===== src/rtl/router_fifo.sv =====
// Per-destination output FIFO of the 1x3 router: header-tagged byte storage with read-side packet tracking.
// Optional sticky overflow flag enabled by defining ROUTER_FIFO_OVF_EN.
module router_fifo #(
    parameter int WIDTH  = 8,
    parameter int DEPTH  = 16,
    parameter int ADDR_W = 4
) (
    input  logic             clock,
    input  logic             resetn,
    input  logic             soft_reset,
    input  logic             write_enb,
    input  logic             read_enb,
    input  logic             lfd_state,
    input  logic [WIDTH-1:0] data_in,
    output logic [WIDTH-1:0] data_out,
    output logic             full,
    output logic             empty,
    output logic             overflow
);

    localparam logic [ADDR_W:0] PTR_ONE = (ADDR_W+1)'(1);

    logic [WIDTH:0]   mem_q [DEPTH];
    logic [ADDR_W:0]  wr_ptr_q, wr_ptr_d;
    logic [ADDR_W:0]  rd_ptr_q, rd_ptr_d;
    logic [6:0]       pkt_count_q, pkt_count_d;
    logic [WIDTH-1:0] data_out_q, data_out_d;
    logic             wr_fire;
    logic             rd_fire;
    logic [WIDTH:0]   rd_word;

    assign empty    = (wr_ptr_q == rd_ptr_q);
    assign full     = (wr_ptr_q[ADDR_W] != rd_ptr_q[ADDR_W]) &&
                      (wr_ptr_q[ADDR_W-1:0] == rd_ptr_q[ADDR_W-1:0]);
    assign wr_fire  = write_enb && !full && !soft_reset;
    assign rd_fire  = read_enb && !empty && !soft_reset;
    assign rd_word  = mem_q[rd_ptr_q[ADDR_W-1:0]];
    assign data_out = data_out_q;

    always_comb begin
        wr_ptr_d    = wr_ptr_q;
        rd_ptr_d    = rd_ptr_q;
        pkt_count_d = pkt_count_q;
        data_out_d  = data_out_q;
        if (soft_reset) begin
            wr_ptr_d    = '0;
            rd_ptr_d    = '0;
            pkt_count_d = '0;
            data_out_d  = '0;
        end else begin
            if (wr_fire) begin
                wr_ptr_d = wr_ptr_q + PTR_ONE;
            end
            if (rd_fire) begin
                rd_ptr_d   = rd_ptr_q + PTR_ONE;
                data_out_d = rd_word[WIDTH-1:0];
                // Header length field counts payload only; +1 covers the trailing parity byte.
                if (rd_word[WIDTH]) begin
                    pkt_count_d = {1'b0, rd_word[7:2]} + 7'd1;
                end else if (pkt_count_q != '0) begin
                    pkt_count_d = pkt_count_q - 7'd1;
                end
            end else if (pkt_count_q == '0) begin
                data_out_d = '0;
            end
        end
    end

    always_ff @(posedge clock) begin
        if (!resetn) begin
            wr_ptr_q    <= '0;
            rd_ptr_q    <= '0;
            pkt_count_q <= '0;
            data_out_q  <= '0;
        end else begin
            wr_ptr_q    <= wr_ptr_d;
            rd_ptr_q    <= rd_ptr_d;
            pkt_count_q <= pkt_count_d;
            data_out_q  <= data_out_d;
        end
    end

    // Storage is never cleared; reset only moves the pointers.
    always_ff @(posedge clock) begin
        if (resetn && wr_fire) begin
            mem_q[wr_ptr_q[ADDR_W-1:0]] <= {lfd_state, data_in};
        end
    end

`ifdef ROUTER_FIFO_OVF_EN
    logic overflow_q, overflow_d;

    always_comb begin
        overflow_d = overflow_q;
        if (soft_reset) begin
            overflow_d = 1'b0;
        end else if (write_enb && full) begin
            overflow_d = 1'b1;
        end
    end

    always_ff @(posedge clock) begin
        if (!resetn) begin
            overflow_q <= 1'b0;
        end else begin
            overflow_q <= overflow_d;
        end
    end

    assign overflow = overflow_q;
`else
    assign overflow = 1'b0;
`endif

endmodule


===== config.mk =====
export PLATFORM = sky130hd
export DESIGN_NAME = router_fifo
export DESIGN_NICKNAME = d
export VERILOG_FILES = /design/src/rtl/router_fifo.sv
export SDC_FILE = /design/constraint.sdc
export NUM_CORES = 1
export LEC_CHECK = 0
export ABC_CLOCK_PERIOD_IN_PS = 2300
export BUFFER_PORTS_ARGS = -buffer_cell sky130_fd_sc_hd__buf_2
export CAP_MARGIN = 25
export CELL_PAD_IN_SITES_DETAIL_PLACEMENT = 1
export CELL_PAD_IN_SITES_GLOBAL_PLACEMENT = 1
export CORE_UTILIZATION = 48
export CTS_CLUSTER_SIZE = 28
export DETAILED_ROUTE_END_ITERATION = 16
export PLACE_DENSITY_LB_ADDON = 0.1
export RECOVER_POWER = 100
export SLEW_MARGIN = 15
export SYNTH_ARGS = -nofsm -noshare
export SYNTH_HDL_FRONTEND = slang
export SYNTH_SLANG_ARGS = --single-unit

===== constraint.sdc =====
create_clock -name clock -period 2.3 [get_ports clock]
set_clock_uncertainty 0.1 [all_clocks]
set_input_delay 0 -clock clock [delete_from_list [all_inputs] [get_ports clock]]
set_output_delay 0 -clock clock [all_outputs]
set_load 0.01 [all_outputs]

==> Word level (Yosys, flattened, before mapping) <==
Memory sizes are Yosys's and may differ from the RTL's. A register that Yosys moved wholly into a read port is not among the register bits.
Index checks and enable logic that the tools add are counted.
{ "classes": {"muxes": 8, "n_eq_ne": 3, "addsub": 4, "reduce_logical": 15, "bitwise_logic": 1} }
{ "ops": {"columns": ["operator", "count"], "rows": [
  ["$mux W8", 2],
  ["$mux W7", 2],
  ["$add A5 B1 Y5 const B", 2],
  ["$mux W4", 2],
  ["$add A6 B1 Y7 const B", 1],
  ["$logic_not A7 Y1", 1],
  ["$reduce_bool A7 Y1", 1],
  ["$sub A7 B1 Y7 const B", 1],
  ["$logic_and A1 B1 Y1", 6],
  ["$eq A5 B5 Y1", 1],
  ["$eq A4 B4 Y1", 1],
  ["$reduce_bool A2 Y1", 2],
  ["$logic_not A1 Y1", 3],
  ["$mux W1", 2],
  ["$reduce_and A2 Y1", 1],
  ["$reduce_or A2 Y1", 1],
  ["$ne A1 B1 Y1", 1],
  ["$not A1 Y1", 1]
]} }
{ "word_totals": {"mem_count": 1, "output_inout_bits": 11, "mem_bits_rw": 144, "in_bits": 14, "regBits": 25} }
{ "memory_table": {"columns": ["memory", "words", "word_bits", "rd", "rd_clocked_by_memory_dff", "wr", "line", "source"], "rows": [
  ["mem_q", 16, 9, 1, 1, 1, "23", "logic [WIDTH:0] mem_q [DEPTH];"]
]} }

==> Depth between registers and ports, before layout <==
{ "logic_depth": {"word_depth": 8, "mapped_depth": 10, "ltp_nobuf": 8} }

==> Worst setup path before layout <==
OpenSTA, ideal clock, no wires.
{ "synth_path": {"path_type": "register to register", "startpoint": "reg wr_ptr_q[3]", "endpoint": "mem mem_q[3][0] (netlist name), enable pin", "setup_slack_ns": -0.245, "required_time_ns": 1.813, "arrival_time_ns": 2.059, "n_path_buf": 1, "path_stages_with_launch": 7, "path_cell_list": "dfxtp_1 buf_4 xor2_1 nor4_1 a21boi_1 nand3_1 nor3_1"} }
{ "synth_between": {"elab_chain_len": 8} }
{ "synth_rtl": {"columns": ["element", "line", "source"], "rows": [
  ["start: declaration", "24", "logic [ADDR_W:0] wr_ptr_q, wr_ptr_d;"],
  ["start signal: assignment", "76", "wr_ptr_q <= wr_ptr_d;"],
  ["$eq A4 B4 Y1", "34", "(wr_ptr_q[ADDR_W-1:0] == rd_ptr_q[ADDR_W-1:0]);"],
  ["$logic_and A1 B1 Y1", "33", "assign full = (wr_ptr_q[ADDR_W] != rd_ptr_q[ADDR_W]) &&"],
  ["$logic_not A1 Y1", "35", "assign wr_fire = write_enb && !full && !soft_reset;"],
  ["$logic_and A1 B1 Y1 (2 in series)", "35", null],
  ["$logic_and A1 B1 Y1", "85", "if (resetn && wr_fire) begin"],
  ["$mux W1", "85", null],
  ["$mux W1 (implied by the code)", "86", "mem_q[wr_ptr_q[ADDR_W-1:0]] <= {lfd_state, data_in};"],
  ["end: declaration", "23", null]
]} }
Parallel ways exist; a longest one is shown, timed or not.

==> flow_summary.json <==
{
  "core_region_area_mm2": 0.0145,
  "drt_iter0_markers": 329,
  "max_slew.worst_pin.slew_ns": 0.707,
  "timing.final.ws_setup_ns": -0.00686,
  "crit_type": "reg2reg",
  "p_int_mw": 5.04,
  "grt_pass1_wl_um": 24900,
  "reg2reg_depth": 9,
  "antenna_found_initial": 0,
  "portBuffers": 23,
  "placed_area_mm2": 0.00773,
  "io_pins": 25,
  "worstSetupEndpointType": "register",
  "post-place-ws_ns": -0.121,
  "start_kind": "register",
  "initial_utilization_pct": 49.1,
  "grt_pass1_vias": 4168,
  "syn_nets": 434,
  "status": "finished with violations",
  "cts_root_buffer": "clkbuf_16",
  "critical_path.top_delay_family": "multiplexers",
  "ys_ff_latch": 173,
  "synthArstFlopShare_pct": 0,
  "rows": 44,
  "whs_ns": 0.0538,
  "cts_sinks": 173,
  "power.density_mw_per_mm2": 748,
  "wl_um": 16900,
  "critPathSlowestCell": "mux4_2",
  "yosys.cell_types.count": 48,
  "final_cell_mix": "edfxtp_1, buf_4, nor2_1",
  "wl_per_cell_um": 24.0,
  "area_growth_syn_to_layout_pct": 21.2,
  "period_needed_ns": 2.31,
  "netlist_instances": 413,
  "netlist_area_mm2": 0.00713,
  "power.leakage_nw": 2.88,
  "dp_hpwl_um": 10400,
  "h-tree-depth": 4,
  "ys_seq_area_share_pct": 68.8,
  "grt_max_degree": 27,
  "yosysWarnings": 0,
  "overflow": 0,
  "min_path_type": "in2reg",
  "p_clk_share_pct": 43.7,
  "yosys.area.top_type": "edfxtp_1",
  "fp.dieH_um": 124,
  "path_max_fanout": 7,
  "die_area_mm2": 0.0153,
  "path_cells": "buf_12, buf_12, mux4_2, a22oi_2, nand2_2, ha_4, and3_4, xor2_1, o22ai_1",
  "num_antenna_cells": 0,
  "cp.depth": 9,
  "avgSynthCellArea_um2": 17.3,
  "max-slew-margin-rel_pct": 52.9,
  "layout_commonest_cell": "edfxtp_1",
  "yosysTopAreaCellShare_pct": 60.6,
  "dp.cells": 644,
  "firstDrtPassIters": 4,
  "die_w_um": 124,
  "post-route-util_pct": 59.5,
  "crit_arrival_ns": 2.48,
  "fillers": 1345,
  "clk_pin_slew_ns": 0.07,
  "cts_buffers": 17,
  "hold_depth": 5,
  "drc": 0,
  "drv_slew": 0,
  "combPwrFrac_pct": 3.7,
  "hold_viol": 0,
  "synth_edf_count": 144,
  "fmax_mhz": 433,
  "finalNonFillerCells": 703,
  "p_sw_mw": 1.43,
  "synth_area_leaders": "edfxtp_1, mux4_1, dfxtp_1",
  "grt.busiest_layer": "met2",
  "grtUsageMet2_pct": 38.8,
  "rsz0062_at_grt": "true",
  "grt_usage_pct": 23.9,
  "swShare_pct": 22.1,
  "violations": "negative setup slack",
  "worstSkewPairLatency_ns": 0.44,
  "synth_flop_cell": "edfxtp_1",
  "grt_util_met1_pct": 31.4,
  "clock_path_buffers": 2,
  "fin_area_mm2": 0.00864,
  "grt_use_met3_pct": 5.13,
  "max_cap_violations": 0,
  "cp_common_cell": "buf_12",
  "drive_gt1_share_pct": 30.1,
  "final_nets": 527,
  "vias_per_cell": 5.69,
  "setup_viol": 1,
  "vias": 4002,
  "max-vdd-ir-drop_mv": 0.764,
  "fin_crit_sh_pct": 100,
  "crit_buf_inv": 2,
  "cp.required_ns": 2.47,
  "antenna_left": 0,
  "cts_tree": "yes",
  "gp_congestion": 0.773,
  "cpPeakStageDelay_ns": 0.51,
  "seqPwrFrac_pct": 52.6
}
==> power by group through the flow <==
| stage | clock [mW] | combinational [mW] | sequential [mW] |
|---|---|---|---|
| 5_1_grt | 2.97 | 0.263 | 3.40 |
| 3_3_place_gp | 0 | 0.190 | 3.47 |
| 4_1_cts | 2.87 | 0.227 | 3.40 |
| 3_5_place_dp | 0 | 0.199 | 3.47 |
| 6_report | 2.83 | 0.240 | 3.40 |
| 2_1_floorplan | 0 | 0.106 | 3.47 |
==> cells in the mapped netlist, types with 2 or more instances <==
cell type  count
nand2_1       21
nor2_1        36
nor3_1         5
mux2i_1        4
buf_4          2
clkbuf_1       9
a22oi_1       11
a31oi_1        2
nand2_2        2
a22o_1         4
dfxtp_1       29
a21oi_1       11
nand3_1       12
a211oi_1       2
buf_6          3
buf_12         2
clkbuf_8       4
ha_1           7
inv_1          6
nor4_1         3
mux4_2        13
xnor2_1        2
mux4_1        25
a221oi_1       2
edfxtp_1     144
nand2b_1       4
nand4_1        4
nor2b_1        3
o21ai_0        7
xor2_1        16
==> worst register-to-register path, stage by stage (launching register included) <==
cell,delay [ns]
dfxtp_4,0.39
buf_12,0.14
buf_12,0.13
mux4_2,0.51
a22oi_2,0.19
nand2_2,0.12
ha_4,0.18
and3_4,0.14
xor2_1,0.14
o22ai_1,0.10
==> cell type report <==
class	instances	area (um^2)	area share, %
multi-input cells	212	2090	24.2
clock inverters	15	154	1.78
inverters	6	22.5	0.261
clock buffers	17	425	4.92
well taps	184	230	2.66
repair buffers	96	815	9.42
flip-flops and latches	173	4910	56.8
==> layer usage <==
layer / vias up / part of all wire, %
met5: - / 0
met2: 121 / 49
met4: 0 / 1.7
met1: 2047 / 43
met3: 19 / 5.8
li1: 1815 / -
==> timing repair <==
item,in CTS,in global routing
endpoints found under the hold margin,155,1
resized for setup,20,24
buffers inserted,5,7
hold buffers,12,1
endpoints found under the setup margin,9,95
cloned,1,1
pin swaps,10,15
==> final timing paths <==
path / end / slack (ns) / start
min: pkt_count_q[5]$_SDFFE_PP0P_ / 0.05 / resetn
max reg2reg: pkt_count_q[4]$_SDFFE_PP0P_ / -0.007 / register
min reg2reg: data_out[4]$_SDFFE_PP0P_ / 0.37 / data_out[4]$_SDFFE_PP0P_
max: pkt_count_q[4]$_SDFFE_PP0P_ / -0.007 / register
==> registers in the layout, summed over array words and instances (netlist names), named ones only <==
signal and flops:
mem_q 144, data_out 8, wr_ptr_q 5, pkt_count_q 7
rd_ptr_q 5
==> stage by stage <==
step | TNS, ns | power [mW]
global placement | -0.0390 | 3.66
finish | -0.00686 | 6.47
floorplan | -8.78 | 3.58
CTS | -0.00978 | 6.50
detailed placement | -0.685 | 3.67
global route | -2.23 | 6.64
==> kinds of logic (layout without fill, tap and decap cells) <==
family                   count (synthesis)  count (layout)  synth area share [%]
AND/OR/NAND/NOR                         98              98                  6.53
multiplexers                            42              42                  13.9
buffers and inverters                   28             134                  2.93
flip-flops                             173             173                  68.8
adder cells (fa/ha/maj)                  7               7                  1.23
AO/OA/AOI/OAI                           46              46                  4.39
XOR/XNOR                                18              18                  2.21
other                                    1               1                0.0526
Note: power is estimated with default switching activity, not from simulation.
